`src/rtl/alu_operand_serdes_pkg.sv`:
```
// Shared state encoding and helpers for the ALU operand/result serialiser.
package alu_operand_serdes_pkg;

  localparam logic [1:0] ST_IDLE  = 2'd0;
  localparam logic [1:0] ST_LOAD  = 2'd1;
  localparam logic [1:0] ST_RUN   = 2'd2;
  localparam logic [1:0] ST_DRAIN = 2'd3;

  // A 1-byte transfer ends at byte 0, a 2-byte transfer at byte 1.
  function automatic logic is_last_byte(input logic pair, input logic idx);
    return idx == pair;
  endfunction

endpackage

```
`src/rtl/alu_operand_serdes.sv`:
```
// Byte-stream <-> bit-serial bridge: loads a 1/2-byte operand, shifts it to the ALU
// NSHIFT bits per active cycle, captures the ALU result chunks and drains them as bytes.
module alu_operand_serdes
  import alu_operand_serdes_pkg::*;
#(
  parameter int unsigned REG_BITS = 8,
  parameter int unsigned NSHIFT   = 2
) (
  input  logic                clk,
  input  logic                rst_n,
  input  logic                cfg_valid,
  output logic                cfg_ready,
  input  logic                cfg_pair,
  input  logic                cfg_load,
  input  logic                cfg_capture,
  input  logic                in_valid,
  output logic                in_ready,
  input  logic [REG_BITS-1:0] in_data,
  output logic                req_op,
  input  logic                alu_active,
  input  logic                alu_op_done,
  output logic [NSHIFT-1:0]   alu_data_in,
  input  logic [NSHIFT-1:0]   alu_data_out,
  output logic                out_valid,
  input  logic                out_ready,
  output logic [REG_BITS-1:0] out_data,
  output logic                busy
);

  localparam int unsigned NCHUNK   = 2 * REG_BITS / NSHIFT;
  localparam int unsigned CNT_BITS = $clog2(NCHUNK);
  localparam logic [CNT_BITS-1:0] CNT_MAX = CNT_BITS'(NCHUNK - 1);

  logic [1:0]            state_q, state_d;
  logic [2*REG_BITS-1:0] opnd_q, opnd_d;
  logic [2*REG_BITS-1:0] res_q, res_d;
  logic [CNT_BITS-1:0]   cnt_q, cnt_d;
  logic                  byte_idx_q, byte_idx_d;
  logic                  pair_q, pair_d;
  logic                  capture_q, capture_d;

  int unsigned chunk_lsb;
  int unsigned byte_lsb;

  assign chunk_lsb = 32'(cnt_q) * NSHIFT;
  assign byte_lsb  = 32'(byte_idx_q) * REG_BITS;

  always_comb begin
    state_d    = state_q;
    opnd_d     = opnd_q;
    res_d      = res_q;
    cnt_d      = cnt_q;
    byte_idx_d = byte_idx_q;
    pair_d     = pair_q;
    capture_d  = capture_q;

    case (state_q)
      ST_IDLE: begin
        if (cfg_valid) begin
          pair_d     = cfg_pair;
          capture_d  = cfg_capture;
          opnd_d     = '0;
          res_d      = '0;
          cnt_d      = '0;
          byte_idx_d = 1'b0;
          state_d    = cfg_load ? ST_LOAD : ST_RUN;
        end
      end
      ST_LOAD: begin
        if (in_valid) begin
          opnd_d[byte_lsb +: REG_BITS] = in_data;
          if (is_last_byte(pair_q, byte_idx_q)) begin
            byte_idx_d = 1'b0;
            state_d    = ST_RUN;
          end else begin
            byte_idx_d = 1'b1;
          end
        end
      end
      ST_RUN: begin
        if (alu_active) begin
          res_d[chunk_lsb +: NSHIFT] = alu_data_out;
          if (cnt_q != CNT_MAX) begin
            cnt_d = cnt_q + 1'b1;
          end
          // op_done only counts on a shifting cycle
          if (alu_op_done) begin
            cnt_d      = '0;
            byte_idx_d = 1'b0;
            state_d    = capture_q ? ST_DRAIN : ST_IDLE;
          end
        end
      end
      ST_DRAIN: begin
        if (out_ready) begin
          if (is_last_byte(pair_q, byte_idx_q)) begin
            byte_idx_d = 1'b0;
            state_d    = ST_IDLE;
          end else begin
            byte_idx_d = 1'b1;
          end
        end
      end
      default: state_d = ST_IDLE;
    endcase
  end

  always_ff @(posedge clk) begin
    if (!rst_n) begin
      state_q    <= ST_IDLE;
      opnd_q     <= '0;
      res_q      <= '0;
      cnt_q      <= '0;
      byte_idx_q <= 1'b0;
      pair_q     <= 1'b0;
      capture_q  <= 1'b0;
    end else begin
      state_q    <= state_d;
      opnd_q     <= opnd_d;
      res_q      <= res_d;
      cnt_q      <= cnt_d;
      byte_idx_q <= byte_idx_d;
      pair_q     <= pair_d;
      capture_q  <= capture_d;
    end
  end

  assign cfg_ready   = (state_q == ST_IDLE);
  assign in_ready    = (state_q == ST_LOAD);
  assign req_op      = (state_q == ST_RUN);
  assign out_valid   = (state_q == ST_DRAIN);
  assign busy        = (state_q != ST_IDLE);
  assign alu_data_in = (state_q == ST_RUN) ? opnd_q[chunk_lsb +: NSHIFT] : '0;
  assign out_data    = (state_q == ST_DRAIN) ? res_q[byte_lsb +: REG_BITS] : '0;

endmodule

```
`config.mk`:
```
export PLATFORM = sky130hd
export DESIGN_NAME = alu_operand_serdes
export DESIGN_NICKNAME = d
export VERILOG_FILES = /design/src/rtl/alu_operand_serdes_pkg.sv /design/src/rtl/alu_operand_serdes.sv
export SDC_FILE = /design/constraint.sdc
export NUM_CORES = 1
export LEC_CHECK = 0
export CORE_UTILIZATION = 33
export CTS_BUF_LIST = sky130_fd_sc_hd__clkbuf_16
export DETAILED_ROUTE_END_ITERATION = 8
export GPL_TIMING_DRIVEN = 0
export SLEW_MARGIN = 20
export SYNTH_ARGS = -nofsm -noshare
export SYNTH_HDL_FRONTEND = slang
export SYNTH_SLANG_ARGS = --single-unit
```
`constraint.sdc`:
```
create_clock -name clk -period 2.78 [get_ports clk]
set_input_delay 0.278 -clock clk [delete_from_list [all_inputs] [get_ports clk]]
set_output_delay 0.278 -clock clk [all_outputs]
set_load 0.02 [all_outputs]
```
## After elaboration in Yosys (flattened, before gate mapping)

Cells that the tools add are included.

- Add/subtract/negate cells: 3
- Equal/unequal tests: 13
- Shifts and indexed selects: 6
- Muxes and demuxes: 31
- Reduce and logical (&&, ||, !) cells: 10

Operator list:

| kind | number |
|---|---|
| 4-bit negation with 34-bit output | 2 |
| 16-bit one-hot mux with 2 select lines | 2 |
| 16-bit 2-to-1 mux | 3 |
| 2-bit by 34-bit variable shift with 16-bit output (first input constant) | 1 |
| 8-bit by 34-bit variable shift with 16-bit output (first input constant) | 1 |
| 2-bit by 34-bit variable part select with 16-bit output | 1 |
| 8-bit by 34-bit variable part select with 16-bit output | 1 |
| 16-bit bitwise mux | 2 |
| 2-bit 2-to-1 mux | 10 |
| 16-bit by 5-bit variable part select with 2-bit output | 1 |
| 16-bit by 5-bit variable part select with 8-bit output | 1 |
| 3-bit 2-to-1 mux | 4 |
| 2-bit by 1-bit != test with 1-bit output (second input constant) | 5 |
| 8-bit 2-to-1 mux | 1 |
| 2-bit one-hot mux with 4 select lines | 1 |
| 7-bit AND reduction | 1 |
| 1-bit 2-to-1 mux | 6 |
| 3-bit one-hot mux with 2 select lines | 1 |
| 3-bit AND reduction | 2 |
| 2-bit nonzero test | 3 |
| 5-bit AND reduction | 1 |
| 2-bit equality test (second input constant) | 2 |
| 2-bit != test (second input constant) | 2 |
| 1-bit one-hot mux with 4 select lines | 1 |
| 8 further kinds | 8 |

- Register bits after elaboration: 40
- Input bits: 20
- Output and inout bits: 15
- Logic and storage cells: 70

## Logic depth before layout (Yosys ltp)

Gate-level depths: netlist of run 1.

- Depth after elaboration: 5
- Mapped depth: 9
- Depth with buffers taken out: 7

## Worst setup path before layout of run 1

No wires, ideal clock.

- Path type: flip-flop to flip-flop
- Start point: reg cnt_q[1]
- End point: reg res_q[0]
- Setup time: 121 ps
- Arrival: 2234 ps
- Required time: 2659 ps
- Path slack: 426 ps
- Cell stages (with the launch flop): 10
- Buffers on the path: 2
- Clock period less this slack: 2354 ps
- Path through: dfxtp_1 > clkbuf_1 > inv_1 > ha_1 > ha_1 > clkbuf_1 > nor2b_1 > nand2_1 > o21ai_0 > mux2_2

- Word-level cells in the longest chain between the ends: 5
- Elaborated cells on any way between the ends: 6
- Classes of those cells: add/sub: 1; shift: 2; mux: 3

Ends and longest elaborated chain:

| element | RTL line | text |
|---|---|---|
| from (decl) | alu_operand_serdes.sv:37 | `logic [CNT_BITS-1:0] cnt_q, cnt_d;` |
| from (signal assigned) | alu_operand_serdes.sv:121 | `cnt_q <= cnt_d;` |
| 4-bit negation with 34-bit output * | alu_operand_serdes.sv:82 | `res_d[chunk_lsb +: NSHIFT] = alu_data_out;` |
| 2-bit by 34-bit variable part select with 16-bit output / 2-bit by 34-bit variable shift with 16-bit output (equally long branches) | alu_operand_serdes.sv:82 |  |
| 16-bit bitwise mux * | alu_operand_serdes.sv:82 |  |
| 16-bit 2-to-1 mux * | alu_operand_serdes.sv:81 | `if (alu_active) begin` |
| 16-bit one-hot mux with 2 select lines * | alu_operand_serdes.sv:57 | `case (state_q)` |
| to (signal assigned) | alu_operand_serdes.sv:120 | `res_q <= res_d;` |
| to (decl) | alu_operand_serdes.sv:36 | `logic [2*REG_BITS-1:0] res_q, res_d;` |

Every way passes the cells marked *; elsewhere a longest branch is shown, timed or not. The select of a mux whose other input is x is not followed.
A chain may end at the register's enable or synchronous reset.

## Worst setup path after layout of run 1

- Start point: reg state_q[0]
- End point: out out_data[3]

- Word-level cells in the longest chain between the ends: 2

Ends and longest elaborated chain:

| element | RTL line | text |
|---|---|---|
| from (decl) | alu_operand_serdes.sv:34 | `logic [1:0] state_q, state_d;` |
| from (signal assigned) | alu_operand_serdes.sv:118 | `state_q <= state_d;` |
| 2-bit equality test | alu_operand_serdes.sv:134 | `assign out_data = (state_q == ST_DRAIN) ? res_q[byte_lsb +: REG_BITS] : '0;` |
| 8-bit 2-to-1 mux | alu_operand_serdes.sv:134 |  |
| to (decl) | alu_operand_serdes.sv:26 | `output logic [REG_BITS-1:0] out_data,` |

Every way passes these cells.

==> metrics.cfg, run 1 <==
[status]
status = finished with violations
violations = design-rule violations

[timing]
hold_ws_ns = 0.4577
tns_ns = 0
rsz0062_at_grt = false
drv_slew = 0
finalHoldViolCount = 0
max_freq_mhz = 391.2
worstMarginPinSlew_ns = 0.7161
skew_ns = 0.005819
min_period_ns = 2.556
fin_crit_sh = 0.9196
slew_headroom = 0.5200
finalSetupViolations = 0

[hold_path]
whs_endpoint = res_q[13]
min_path_cells = 2
worstHoldPathType = flip-flop to flip-flop
min_from = res_q[13]

[synthesis]
synth_warnings = 0
netlist_area_sq_mm = 0.002237
synth_cells = 246
synth.distinct_cells = 44
synth_area_leaders = dfxtp_1, mux2i_1, nand2_1
yosysTopAreaCellShare = 0.3579
async_reset_ff_frac = 0
synth.most_common_cell = dfxtp_1
syn_area_per_cell_sq_um = 9.094
synth_edf_count = 0
yosys-top-cells-count = dfxtp_1, nand2_1, mux2i_1, nor2b_1
synth_area_leader_cell = dfxtp_1
syn-num-nets = 273
ys_ff_latch = 40
synth_top_flop_cell = dfxtp_1
seq_area_frac_synth = 0.3579

[global_route]
grt_overflow = 0
grt_max_degree = 13
grt_use_total = 0.1561
antenna_found_initial = 0
grt_pass1_wl_mm = 8.735
grt_pass1_vias = 1796

[power_and_ir_drop]
comb_power_share = 0.227
p_int_mw = 1.050
p_switching_mw = 0.4390
power_frac_clock = 0.367
sw_frac_of_total = 0.2948
power_density_mw_per_mm2 = 528.0
leakage_nw = 0.9380
seqPwrFrac = 0.406
peakVddDrop_mv = 0.2730

[route]
num_vias = 1882
wl_per_cell_microns = 14.19
drtPass1Iterations = 6
routed_wl_mm = 5.181
ant_nets = 0
drt-initial-drc-count = 97
via_per_inst = 5.156
drc_errors = 4

[worst_setup_path]
rrSetupSlack_ns = 0.24
rr_startpoint = cnt_q[0]
critical_path_required_ns = 2.50
cp_max_fo = 10
r2r-end = res_q[0]
crit_arrival_ns = 2.28
crit_type = flip-flop to primary output
end_kind = primary output
r2r_cells = 9
start_kind = flip-flop

[cts]
cts.sinks = 40
cts-htree-levels = 2
cts_buffers = 5
tritoncts = yes
worstSkewPairLatency_ns = 0.28
path_clk_slew_ns = 0.05
clock_path_buffers = 2
cts_root_buf = clkbuf_16

[die]
coreArea_sq_mm = 0.006459
die_y_microns = 84.34
start_util = 0.3464
rows = 29
fp.dieW_microns = 84.34
ios = 35
die_area_sq_mm = 0.007112

[layout]
drive_above_1_share = 0.09722
area_delta_synth_final_pct = 26.06
final_nets = 314
n_antenna_cell = 0
num-fill-cells = 647

[flow_run]
maxCapViolCount = 0

[place]
dp_hpwl_mm = 3.816
io_buffers = 34
gp_congestion = 0.7947

-- through the flow --
stage	instances	cell area [sq um]	setup slack (ns)	total power [mW]	util
3_5_place_dp	357	2674	0.01874	0.9517	0.4140
5_1_grt	365	2820	0.02874	1.561	0.4367
4_1_cts	365	2814	0.06862	1.500	0.4357
6_report	365	2820	0.2235	1.489	0.4367
3_3_place_gp	357	2674	0.07060	0.9489	0.4140
2_1_floorplan	246	2237	0.4257	0.8286	-
-- power by group through the flow --
| stage | Clock (mW) | Sequential [mW] | Combinational [mW] |
|---|---|---|---|
| finish | 0.547 | 0.605 | 0.338 |
| global route | 0.584 | 0.606 | 0.370 |
| CTS | 0.560 | 0.604 | 0.336 |
| detailed placement | 0 | 0.617 | 0.335 |
| global placement | 0 | 0.616 | 0.333 |
| floorplan | 0 | 0.613 | 0.216 |
-- flip-flops by register name, summed over array words and instances, names as in the netlist --
signal,cells
byte_idx_q,1
capture_q,1
cnt_q,3
opnd_q,16
pair_q,1
res_q,16
state_q,2
-- cells in the final DEF, fill, tap and decap left out, types with 2 or more instances in the layout --
cell and instances:
dfxtp_1 40, clkdlybuf4s50_1 34, nand2_1 32, mux2i_1 21, nor2b_1 17, nor2_1 16, a22oi_1 16, clkbuf_1 9
inv_1 9, a21boi_0 7, ha_1 7, nor3_2 5, o21ai_0 5, nand4_1 5, clkbuf_16 5, mux4_2 4
a21oi_1 4, nand3_1 4, and3_1 3, o211ai_1 3, nand2b_1 2, clkbuf_2 2, a21o_1 2, nand3b_1 2
mux2_2 2, and2_1 2, nor3_1 2, nor4b_4 2, nor3b_1 2, o21a_1 2, clkinv_2 2
-- critical path: stages (launching register included) --
cell,delay [ns]
dfxtp_1,0.30
clkbuf_1,0.27
clkbuf_1,0.39
nand2_2,0.26
nor2_1,0.16
clkdlybuf4s50_1,0.61
-- final cells by class --
cell class	instances	area [sq um]	share of cell area
plain buffers	14	67.56	0.02396
flip-flops and latches	40	800.8	0.2839
multi-input cells	183	1343	0.4760
clock buffers	5	125.1	0.04437
clock inverters	3	13.76	0.004880
inverters	9	33.78	0.01198
well taps	77	96.34	0.03416
repair buffers	34	340.3	0.1207
-- cell families after synthesis --
group                      share of synthesized area
buffers and inverters                        0.04306
AOI/OAI and AO/OA                             0.1465
muxes                                         0.1443
and+or+nand+nor                               0.2651
xor gates and xnor gates                    0.003916
DFF                                           0.3579
adders and majority gates                    0.03915
-- how the worst max path moves through the flow --
stage	endpoint	startpoint
after global routing	out_data[2]	state_q[0]
after global placement	res_q[0]	cnt_q[1]
after detailed placement	res_q[0]	cnt_q[1]
after floorplan	res_q[0]	cnt_q[1]
after CTS	out_data[3]	state_q[0]
final	out_data[3]	state_q[0]
-- metal layers --
metal	routed length [microns]	track usage
met1	2669	0.2118
met2	2264	0.2481
met3	176	0.03147
met4	70	0.05393
met5	0	0
-- repair_timing --
| action | CTS | global route |
|---|---|---|
| resized for setup | 1 | 4 |
| pin swaps | 0 | 0 |
| hold buffers | 0 | 0 |
| setup endpoints to repair | 1 | 10 |
| setup buffers | 0 | 0 |
| hold endpoints to repair | 0 | 0 |
(Power assumes the default switching activity.)
==> inputs of run 2 (changes only) <==
- CTS_CLUSTER_SIZE: default -> 16
==> results of run 2 <==
Final layout, timing and power as in run 1 (identical DEF).
==> inputs of run 3 (changes only) <==
- CORE_MARGIN: default -> 3
==> metrics.cfg, run 3 (synthesis gave the netlist of run 1 again) <==
[status]
status = finished clean

[cts]
hold_buffers = 0  ; unchanged
worstSkewPairLatency_ns = 0.28  ; about the same
cts-htree-levels = 2  ; unchanged
clock_path_buffers = 2  ; unchanged
tritoncts = yes
path_clk_slew_ns = 0.06  ; about the same
cts_root_buf = clkbuf_16
cts.sinks = 40  ; unchanged
cts_buffers = 5  ; unchanged
post-cts-setup-buffers = 0  ; unchanged

[die]
ios = 35  ; unchanged
fp.dieW_microns = 88.34  ; +4.7%
coreArea_sq_mm = 0.006459  ; unchanged
die_y_microns = 88.34  ; +4.7%
start_util = 0.3464  ; unchanged
rows = 29  ; unchanged
die_area_sq_mm = 0.007803  ; +9.7%

[route]
wl_per_cell_microns = 14.52  ; +2.3%
ant_nets = 0  ; unchanged
drc_errors = 0  ; -4
via_per_inst = 5.321  ; +3.2%
num_vias = 1937  ; +2.9%
routed_wl_mm = 5.284  ; +2.0%
drt-initial-drc-count = 131  ; +35%
drtPass1Iterations = 4  ; -2

[timing]
finalSetupViolations = 0  ; unchanged
worstMarginPinSlew_ns = 0.7151  ; -0.0009881 ns
min_period_ns = 2.525  ; -0.03138 ns
tns_ns = 0  ; unchanged
drv_slew = 0  ; unchanged
hold_ws_ns = 0.4600  ; +0.002333 ns
skew_ns = 0.002491  ; -0.003328 ns
finalHoldViolCount = 0  ; unchanged
slew_headroom = 0.5206  ; +0.0006620
setup_ws_ns = 0.2549  ; +0.03138 ns
max_freq_mhz = 396.0  ; +1.2%
rsz0062_at_grt = true
fin_crit_sh = 0.9083  ; -0.01129

[hold_path]
worstHoldPathType = flip-flop to flip-flop

[layout]
final_nets = 313  ; -0.32%
design_area_sq_mm = 0.002816  ; -0.13%
n_antenna_cell = 0  ; unchanged
area_delta_synth_final_pct = 25.89
layout_commonest_cell = dfxtp_1
final_cell_mix = dfxtp_1, clkdlybuf4s50_1, nand2_1
drive_above_1_share = 0.09756  ; +0.0003388
finalNonFillerCells = 364  ; -0.27%
final_core_util = 0.4361  ; -0.0005810
reg.largest.list = opnd_q (16), res_q (16), cnt_q (3)

[worst_setup_path]
cp_max_fo = 10  ; unchanged
end_kind = primary output
crit_arrival_ns = 2.25  ; -0.03 ns
critical_path_required_ns = 2.50  ; about the same
start_kind = flip-flop
crit_type = flip-flop to primary output

[global_route]
grt_overflow = 0  ; unchanged
grt_max_degree = 13  ; unchanged
antenna_found_initial = 0  ; unchanged
grt_pass1_wl_mm = 9.170  ; +5.0%
grt_pass1_vias = 1918  ; +6.8%
grt_use_total = 0.1504  ; -0.005669

[power_and_ir_drop]
p_int_mw = 1.050  ; about the same
power_density_mw_per_mm2 = 528.1  ; about the same
peakVddDrop_mv = 0.2607  ; -4.5%
sw_frac_of_total = 0.2941  ; -0.0007659
leakage_nw = 0.9368  ; -0.13%
seqPwrFrac = 0.406  ; about the same
power_frac_clock = 0.367  ; about the same
finalPower_mw = 1.487  ; -0.12%
p_switching_mw = 0.4374  ; -0.38%
comb_power_share = 0.227  ; about the same

[place]
post-place-ws_ns = 0.04600  ; +0.02726 ns
dp_hpwl_mm = 3.936  ; +3.1%
io_buffers = 34  ; unchanged
gp_congestion = 0.8452  ; +6.4%
dp_cells = 357  ; unchanged
placed_area_sq_mm = 0.002674  ; unchanged

[flow_run]
maxCapViolCount = 0  ; unchanged

-- run 3: cell types whose count changed in the layout (fill, tap and decap cells not counted) --
cell | before | now
o21ai_0 | 5 | 6
clkbuf_1 | 9 | 8
o21ai_1 | 1 | 0
-- run 3: final cells by class --
| cell class | count | area (sq um) |
|---|---|---|
| Inverter | 9 | 33.78 |
| Sequential cell | 40 | 800.8 |
| Tap cell | 77 | 96.34 |
| Clock inverter | 3 | 13.76 |
| Multi-Input combinational cell | 183 | 1343 |
| Buffer | 13 | 63.81 |
| Clock buffer | 5 | 125.1 |
| Fill cell | 642 | 3642 |
| Timing Repair Buffer | 34 | 340.3 |
-- run 3: timing repair --
| action | in CTS | in global routing |
|---|---|---|
| pin swaps | 0 | 0 |
| resized for setup | 1 | 3 |
| setup endpoints to repair | 1 | 10 |
-- run 3: final timing paths --
kind / slack [ns] / to / cells after the start / startpoint
worst max-delay path: 0.25 / out_data[6] / 5 / state_q[0]
worst min-delay path: 0.46 / res_q[15] / 2 / res_q[15]
worst max register to register: 0.26 / res_q[0] / 8 / cnt_q[0]
worst min register to register: 0.46 / res_q[15] / 2 / res_q[15]
-- run 3: power by group through the flow --
stage	logic, mW	clock network (mW)	registers (mW)
after CTS	0.338	0.571	0.604
after floorplan	0.216	0	0.613
final	0.338	0.546	0.604
after global routing	0.374	0.584	0.606
after global placement	0.333	0	0.616
after detailed placement	0.336	0	0.616
-- run 3: routing by layer --
metal / share of wire / wire [microns] / vias to the layer above / global-route usage
met5: 0 / 0 / - / 0
met4: 0.0091 / 48 / 0 / 0.04121
met3: 0.033 / 173 / 5 / 0.03073
met2: 0.45 / 2383 / 32 / 0.2359
met1: 0.51 / 2677 / 935 / 0.2103
li1: - / - / 965 / -
-- run 3: critical path, stage by stage (launching register included) --
cell             delay [ns]
dfxtp_1                0.30
clkbuf_1               0.28
clkbuf_1               0.39
nand2_2                0.24
nor2_1                 0.15
clkdlybuf4s50_1        0.61
